### src/rtl/change_payout_pkg.sv
// Shared types and constants for the coin payout controller.
package change_payout_pkg;

  typedef enum logic [2:0] {
    ST_IDLE,
    ST_CHECK,
    ST_EJECT,
    ST_WAIT,
    ST_FINISH,
    ST_FAULT
  } state_t;

  localparam logic [1:0] ERR_NONE  = 2'b00;
  localparam logic [1:0] ERR_SHORT = 2'b01;
  localparam logic [1:0] ERR_JAM   = 2'b10;

  localparam int TEN_UNITS  = 2;
  localparam int FIVE_UNITS = 1;

endpackage

### src/rtl/change_payout_hopper_pulse_timer.sv
// Eject pulse generator, coin-confirmation timeout counter and sticky coin flag,
// shared by both hoppers since only one coin is ever in flight.
module hopper_pulse_timer #(
  parameter int PULSE_LEN = 4,
  parameter int TIMEOUT   = 1000
) (
  input  logic clk,
  input  logic rst,
  input  logic start,
  input  logic in_eject,
  input  logic in_wait,
  input  logic coin_seen,
  output logic pulse_active,
  output logic confirmed,
  output logic timed_out
);

  localparam int PW = (PULSE_LEN > 1) ? $clog2(PULSE_LEN) : 1;
  localparam int TW = $clog2(TIMEOUT + 1);

  logic [PW-1:0] pulse_cnt_reg;
  logic [TW-1:0] wait_cnt_reg;
  logic          seen_reg;

  // pulse_cnt_reg holds the eject cycles remaining after the current one
  always_ff @(posedge clk or negedge rst) begin
    if (!rst) begin
      pulse_cnt_reg <= '0;
      wait_cnt_reg  <= '0;
      seen_reg      <= 1'b0;
    end else begin
      if (start)
        pulse_cnt_reg <= PW'(PULSE_LEN - 1);
      else if (pulse_cnt_reg != '0)
        pulse_cnt_reg <= pulse_cnt_reg - 1'b1;

      wait_cnt_reg <= in_wait ? wait_cnt_reg + 1'b1 : '0;

      if (start)
        seen_reg <= 1'b0;
      else if (in_eject && coin_seen)
        seen_reg <= 1'b1;
    end
  end

  assign pulse_active = (pulse_cnt_reg != '0);
  assign confirmed    = in_wait && (seen_reg || coin_seen);
  assign timed_out    = in_wait && (TW'(wait_cnt_reg + 1'b1) == TW'(TIMEOUT));

endmodule

### src/rtl/change_payout.sv
// Greedy 10/5-rupee change payout with per-coin confirmation, timeout and
// hopper inventory tracking.
module change_payout
  import change_payout_pkg::*;
#(
  parameter int AMT_W     = 6,
  parameter int CNT_W     = 8,
  parameter int PULSE_LEN = 4,
  parameter int TIMEOUT   = 1000
) (
  input  logic             clk,
  input  logic             rst,
  input  logic             req_valid,
  input  logic [AMT_W-1:0] req_amount,
  output logic             req_ready,
  input  logic             load,
  input  logic [CNT_W-1:0] load_tens,
  input  logic [CNT_W-1:0] load_fives,
  output logic             eject_ten,
  output logic             eject_five,
  input  logic             coin_seen,
  output logic             done,
  output logic             err,
  output logic [1:0]       err_code,
  output logic [AMT_W-1:0] paid,
  output logic [CNT_W-1:0] tens_left,
  output logic [CNT_W-1:0] fives_left
);

  localparam int SW = ((AMT_W > CNT_W) ? AMT_W : CNT_W) + 1;

  state_t           state_reg, state_next;
  logic             sel_ten_reg, sel_ten_next;
  logic [AMT_W-1:0] rem_reg, rem_next;
  logic [AMT_W-1:0] paid_reg, paid_next;
  logic [CNT_W-1:0] tens_reg, tens_next;
  logic [CNT_W-1:0] fives_reg, fives_next;
  logic [1:0]       err_code_reg, err_code_next;
  logic             ready_reg, done_reg, err_reg;
  logic             eject_ten_reg, eject_five_reg;

  logic start, pulse_active, confirmed, timed_out;

  // Fives needed after using as many tens as possible
  logic [SW-1:0] half_ext, tens_ext, t_ext, need_ext;
  logic          short_inv;

  assign half_ext  = SW'(rem_reg >> 1);
  assign tens_ext  = SW'(tens_reg);
  assign t_ext     = (half_ext < tens_ext) ? half_ext : tens_ext;
  assign need_ext  = SW'(rem_reg) - (t_ext << 1);
  assign short_inv = (need_ext > SW'(fives_reg));

  hopper_pulse_timer #(
    .PULSE_LEN(PULSE_LEN),
    .TIMEOUT  (TIMEOUT)
  ) u_timer (
    .clk         (clk),
    .rst         (rst),
    .start       (start),
    .in_eject    (state_reg == ST_EJECT),
    .in_wait     (state_reg == ST_WAIT),
    .coin_seen   (coin_seen),
    .pulse_active(pulse_active),
    .confirmed   (confirmed),
    .timed_out   (timed_out)
  );

  always_comb begin
    state_next    = state_reg;
    sel_ten_next  = sel_ten_reg;
    rem_next      = rem_reg;
    paid_next     = paid_reg;
    tens_next     = tens_reg;
    fives_next    = fives_reg;
    err_code_next = err_code_reg;
    start         = 1'b0;

    unique case (state_reg)
      ST_IDLE: begin
        if (load) begin
          tens_next  = load_tens;
          fives_next = load_fives;
        end
        if (req_valid) begin
          rem_next      = req_amount;
          paid_next     = '0;
          err_code_next = ERR_NONE;
          state_next    = ST_CHECK;
        end
      end
      ST_CHECK: begin
        if (rem_reg == '0) begin
          state_next = ST_FINISH;
        end else if (short_inv) begin
          err_code_next = ERR_SHORT;
          state_next    = ST_FAULT;
        end else begin
          sel_ten_next = (rem_reg >= AMT_W'(TEN_UNITS)) && (tens_reg != '0);
          start        = 1'b1;
          state_next   = ST_EJECT;
        end
      end
      ST_EJECT: begin
        if (!pulse_active)
          state_next = ST_WAIT;
      end
      ST_WAIT: begin
        if (confirmed) begin
          if (sel_ten_reg) begin
            rem_next  = rem_reg - AMT_W'(TEN_UNITS);
            paid_next = paid_reg + AMT_W'(TEN_UNITS);
            tens_next = tens_reg - 1'b1;
          end else begin
            rem_next   = rem_reg - AMT_W'(FIVE_UNITS);
            paid_next  = paid_reg + AMT_W'(FIVE_UNITS);
            fives_next = fives_reg - 1'b1;
          end
          state_next = ST_CHECK;
        end else if (timed_out) begin
          // A silent ten hopper is treated as empty; a silent five hopper is a jam
          if (sel_ten_reg) begin
            tens_next  = '0;
            state_next = ST_CHECK;
          end else begin
            fives_next    = '0;
            err_code_next = ERR_JAM;
            state_next    = ST_FAULT;
          end
        end
      end
      ST_FINISH: state_next = ST_IDLE;
      ST_FAULT:  state_next = ST_IDLE;
      default:   state_next = ST_IDLE;
    endcase
  end

  always_ff @(posedge clk or negedge rst) begin
    if (!rst) begin
      state_reg      <= ST_IDLE;
      sel_ten_reg    <= 1'b0;
      rem_reg        <= '0;
      paid_reg       <= '0;
      tens_reg       <= '0;
      fives_reg      <= '0;
      err_code_reg   <= ERR_NONE;
      ready_reg      <= 1'b1;
      done_reg       <= 1'b0;
      err_reg        <= 1'b0;
      eject_ten_reg  <= 1'b0;
      eject_five_reg <= 1'b0;
    end else begin
      state_reg      <= state_next;
      sel_ten_reg    <= sel_ten_next;
      rem_reg        <= rem_next;
      paid_reg       <= paid_next;
      tens_reg       <= tens_next;
      fives_reg      <= fives_next;
      err_code_reg   <= err_code_next;
      ready_reg      <= (state_next == ST_IDLE);
      done_reg       <= (state_next == ST_FINISH);
      err_reg        <= (state_next == ST_FAULT);
      eject_ten_reg  <= (state_next == ST_EJECT) && sel_ten_next;
      eject_five_reg <= (state_next == ST_EJECT) && !sel_ten_next;
    end
  end

  assign req_ready  = ready_reg;
  assign done       = done_reg;
  assign err        = err_reg;
  assign err_code   = err_code_reg;
  assign paid       = paid_reg;
  assign tens_left  = tens_reg;
  assign fives_left = fives_reg;
  assign eject_ten  = eject_ten_reg;
  assign eject_five = eject_five_reg;

endmodule

### config.mk
export PLATFORM = sky130hd
export DESIGN_NAME = change_payout
export DESIGN_NICKNAME = d
export VERILOG_FILES = /design/src/rtl/change_payout_pkg.sv /design/src/rtl/change_payout_hopper_pulse_timer.sv /design/src/rtl/change_payout.sv
export SDC_FILE = /design/constraint.sdc
export NUM_CORES = 1
export LEC_CHECK = 0
export BUFFER_PORTS_ARGS = -buffer_cell sky130_fd_sc_hd__buf_4
export CAP_MARGIN = 25
export CORE_ASPECT_RATIO = 0.6
export CORE_UTILIZATION = 62
export CTS_BUF_LIST = sky130_fd_sc_hd__clkbuf_8 sky130_fd_sc_hd__clkbuf_16
export DETAILED_ROUTE_END_ITERATION = 7
export PLACE_DENSITY = 0.87
export SLEW_MARGIN = 5
export SYNTH_ARGS = -nofsm -noshare
export SYNTH_HDL_FRONTEND = slang
export SYNTH_HIERARCHICAL = 1
export SYNTH_SLANG_ARGS = --single-unit
export TNS_END_PERCENT = 50
### constraint.sdc
create_clock -name clk -period 8.1 [get_ports clk]
set_input_delay 2.43 -clock clk [delete_from_list [all_inputs] [get_ports clk]]
set_output_delay 2.43 -clock clk [all_outputs]
set_load 0.05 [all_outputs]
==> insert_results.sql <==
INSERT INTO impl_metrics (metric_group, metric, value, unit) VALUES
('run_status', 'status', 'finished clean', ''),
('cts', 'cts_resized', '0', ''),
('global_routing', 'grt_pass1_wl', '14300', 'µm'),
('min_path', 'timing.hold.worst.class', 'flip-flop to flip-flop', ''),
('cells_and_area', 'num_antenna_cells', '0', ''),
('place', 'place.port_buffers', '55', ''),
('power', 'total_leakage_power', '0.00196', 'µW'),
('job', 'drv.max_cap_violation_count', '0', ''),
('yosys', 'dominantRegCellSynth', 'sky130_fd_sc_hd__dfrtp_1', ''),
('cells_and_area', 'fillerInstances', '423', ''),
('timing', 'final.hold.worst_slack', '500', 'ps'),
('worst_setup_path', 'critical_path_class', 'flip-flop to flip-flop', ''),
('drt', 'pre_antenna_drt_iters', '5', ''),
('die', 'ios', '56', ''),
('yosys', 'mappedNetlistNets', '461', ''),
('die', 'die_x', '101', 'µm'),
('worst_setup_path', 'worst_setup_path_end_kind', 'flip-flop', ''),
('cells_and_area', 'finalCoreUtilization', '74.1', '%'),
('global_routing', 'grt_pass1_vias', '2806', ''),
('worst_setup_path', 'worst-r2r-setup-slack', '3860', 'ps'),
('cells_and_area', 'nNetsFinal', '508', ''),
('timing', 'max_slew.worst_pin.slew', '666', 'ps'),
('yosys', 'synth.yosys.seq_area_share', '35.9', '%'),
('worst_setup_path', 'crit_path_start_kind', 'flip-flop', ''),
('place', 'gp_congestion', '0.889', ''),
('timing', 'report.final.setup_viol', '0', ''),
('yosys', 'postSynthCellCount', '404', ''),
('worst_setup_path', 'crit-reg2reg-launch', 'tens_left[4]$_DFFE_PN0P_', ''),
('die', 'dieArea', '0.00616', 'mm²'),
('cells_and_area', 'most-common-layout-cells', 'sky130_fd_sc_hd__buf_4, sky130_fd_sc_hd__dfrtp_1, sky130_fd_sc_hd__nor2_1', ''),
('global_routing', 'pin_count_of_the_biggest_net_entering_global_routing', '53', ''),
('timing', 'max_slew_margin', '55.6', '%'),
('worst_setup_path', 'path_cells', 'inv_1 > ha_1 > and2_1 > o21ai_0 > o21a_1 > mux2i_1 > ha_1 > o21a_1 > o31ai_1 > a21oi_1 > inv_1 > ha_1 > a22oi_1 > o211ai_1 > o211ai_2 > nand4_1 > inv_1 > nand2b_1', ''),
('cells_and_area', 'layout-area-overhead-vs-synth', '14.5', '%'),
('cells_and_area', 'final_area', '0.00415', 'mm²'),
('worst_setup_path', 'r2r_end', 'u_timer/pulse_cnt_reg[0]$_DFFE_PN0P_', ''),
('timing', 'setup_total_negative_slack', '0', 'ps'),
('die', 'floorplan.core_area', '0.00560', 'mm²'),
('cts', 'cts_made_buffers', '5', ''),
('yosys', 'postSynthRegisterBits', '52', ''),
('worst_setup_path', 'critPathMaxStageDelay', '510', 'ps'),
('global_routing', 'grt_antenna_before_repair', '0', ''),
('worst_setup_path', 'r2r.worst_path.cells', '18', ''),
('timing', 'clock.fmax', '236', 'MHz'),
('drt', 'avgRoutedWirePerCell', '16.1', 'µm'),
('drt', 'drt-initial-drc-count', '304', ''),
('timing', 'period_minus_slack', '4240', 'ps'),
('die', 'initial_utilization', '64.7', '%'),
('yosys', 'synthArstFlopShare', '100', '%'),
('cells_and_area', 'layout.cells.most_common', 'sky130_fd_sc_hd__buf_4', ''),
('die', 'chipHeight', '61.2', 'µm'),
('cts', 'htree_num_levels', '2', ''),
('cts', 'tritoncts', 'done', ''),
('global_routing', 'grt.overflow.total', '0', ''),
('die', 'fp-row-count', '21', ''),
('place', 'half_perimeter_wire_length_after_placement', '6360', 'µm'),
('drt', 'final_antenna_net_count', '0', ''),
('cts', 'master_cell_of_the_clock_root_buffer', 'sky130_fd_sc_hd__clkbuf_8', ''),
('worst_setup_path', 'crit_fanout', '8', ''),
('min_path', 'worstHoldEndpoint', 'u_timer/pulse_cnt_reg[1]$_DFFE_PN0P_', ''),
('yosys', 'netlist-cell-type-count', '69', ''),
('worst_setup_path', 'worstPathArrival', '4500', 'ps'),
('cts', 'clkSinkCount', '52', ''),
('place', 'postPlaceCellArea', '0.00405', 'mm²'),
('power', 'ir_drop', '300', 'µV'),
('cts', 'path_clk_slew', '100', 'ps'),
('global_routing', 'grt_util_all_layers', '30.6', '%'),
('timing', 'finClkSkew', '12.1', 'ps'),
('cts', 'worst_skew_pair.late_latency', '310', 'ps'),
('worst_setup_path', 'cp-startpoint', 'tens_left[4]$_DFFE_PN0P_', ''),
('cts', 'cts_setup_buffers', '0', '');
==> per-stage QoR <==
step	worst slack (ps)	std cells
final	3860	532
after floorplan	4070	404
after global placement	3900	524
after global routing	3480	532
after CTS	3930	532
after detailed placement	3800	524
==> synth_stat cells (2+ instances only) <==
library cell | count | area share, %
sky130_fd_sc_hd__a211oi_1 | 3 | 0.62
sky130_fd_sc_hd__a21o_1 | 4 | 0.83
sky130_fd_sc_hd__a21oi_1 | 24 | 3.3
sky130_fd_sc_hd__a22oi_1 | 7 | 1.5
sky130_fd_sc_hd__a311oi_2 | 2 | 0.83
sky130_fd_sc_hd__a31oi_1 | 9 | 1.6
sky130_fd_sc_hd__a32oi_1 | 3 | 0.73
sky130_fd_sc_hd__and2_1 | 2 | 0.35
sky130_fd_sc_hd__and3_1 | 3 | 0.52
sky130_fd_sc_hd__buf_2 | 8 | 1.1
sky130_fd_sc_hd__buf_6 | 2 | 0.62
sky130_fd_sc_hd__clkbuf_1 | 4 | 0.41
sky130_fd_sc_hd__dfrtp_1 | 51 | 35
sky130_fd_sc_hd__ha_1 | 29 | 10
sky130_fd_sc_hd__inv_1 | 33 | 3.4
sky130_fd_sc_hd__mux2i_1 | 8 | 2.2
sky130_fd_sc_hd__nand2_1 | 19 | 2.0
sky130_fd_sc_hd__nand2_2 | 2 | 0.35
sky130_fd_sc_hd__nand2b_1 | 6 | 1.0
sky130_fd_sc_hd__nand3_1 | 7 | 0.97
sky130_fd_sc_hd__nand4_1 | 4 | 0.69
sky130_fd_sc_hd__nor2_1 | 42 | 4.4
sky130_fd_sc_hd__nor2_2 | 2 | 0.35
sky130_fd_sc_hd__nor2b_1 | 7 | 1.2
sky130_fd_sc_hd__nor3_1 | 13 | 1.8
sky130_fd_sc_hd__nor3b_2 | 2 | 0.69
sky130_fd_sc_hd__nor4_1 | 3 | 0.52
sky130_fd_sc_hd__nor4_2 | 4 | 1.4
sky130_fd_sc_hd__o2111ai_1 | 2 | 0.48
sky130_fd_sc_hd__o211ai_1 | 6 | 1.2
sky130_fd_sc_hd__o21a_1 | 5 | 1.0
sky130_fd_sc_hd__o21ai_0 | 37 | 5.1
sky130_fd_sc_hd__o21ai_1 | 4 | 0.55
sky130_fd_sc_hd__o22ai_1 | 2 | 0.35
sky130_fd_sc_hd__o31a_1 | 2 | 0.48
sky130_fd_sc_hd__xnor2_1 | 5 | 1.2
sky130_fd_sc_hd__xor2_1 | 6 | 1.5
==> worst max-delay path by stage <==
stage               depth (start not counted)  slack (ps)                                    to
floorplan                                  18        4070               err_code[1]$_DFFE_PN0P_
global placement                            7        3900                rem_reg[1]$_DFFE_PN0P_
detailed placement                          7        3800                rem_reg[1]$_DFFE_PN0P_
CTS                                        18        3930  u_timer/pulse_cnt_reg[0]$_DFFE_PN0P_
global route                               18        3480  u_timer/pulse_cnt_reg[0]$_DFFE_PN0P_
finish                                     18        3860  u_timer/pulse_cnt_reg[0]$_DFFE_PN0P_
==> worst max-delay path, delay by kind of cell, from the launching register on <==
kind / cells / cell delay [ps]
adder cells (fa/ha/maj): 3 / 1010
buffers and inverters: 3 / 380
flip-flops: 1 / 510
AO/OA/AOI/OAI: 8 / 1660
multiplexers: 1 / 130
AND/OR/NAND/NOR: 3 / 510
==> power by group <==
group / switching (µW) / leakage, µW / internal, µW
Clock: 90.9 / 0.0000434 / 69.4
Combinational: 725 / 0.00125 / 442
Sequential: 132 / 0.000663 / 345
Total: 948 / 0.00196 / 857
==> cells by family after synthesis <==
| group | after synthesis | share of synthesized area, % |
|---|---|---|
| AND/OR/NAND/NOR | 128 | 20.0 |
| AO/OA/AOI/OAI | 126 | 22.8 |
| flip-flops | 52 | 35.9 |
| buffers and inverters | 49 | 5.87 |
| adder cells (fa/ha/maj) | 30 | 10.6 |
| XOR/XNOR | 11 | 2.66 |
| multiplexers | 8 | 2.21 |
==> layout make-up <==
cell class,instances,area [µm²],area share (%)
timing repair buffer,55,413,9.95
inverter,34,128,3.08
tap,80,100,2.41
multi-input combinational,303,2110,50.8
sequential,52,1300,31.4
clock inverter,2,15.0,0.362
clock buffer,6,82.6,1.99
==> routing by layer <==
| layer | vias to the layer above | wire length (µm) | GRT usage (%) |
|---|---|---|---|
| met1 | 1510 | 4280 | 47.4 |
| li1 | 1561 | - | - |
| met3 | 13 | 762 | 5.45 |
| met2 | 152 | 3450 | 44.8 |
| met4 | 0 | 85 | 6.00 |
| met5 | - | 0 | 0 |
No activity file was read; power rests on OpenSTA's default activity.
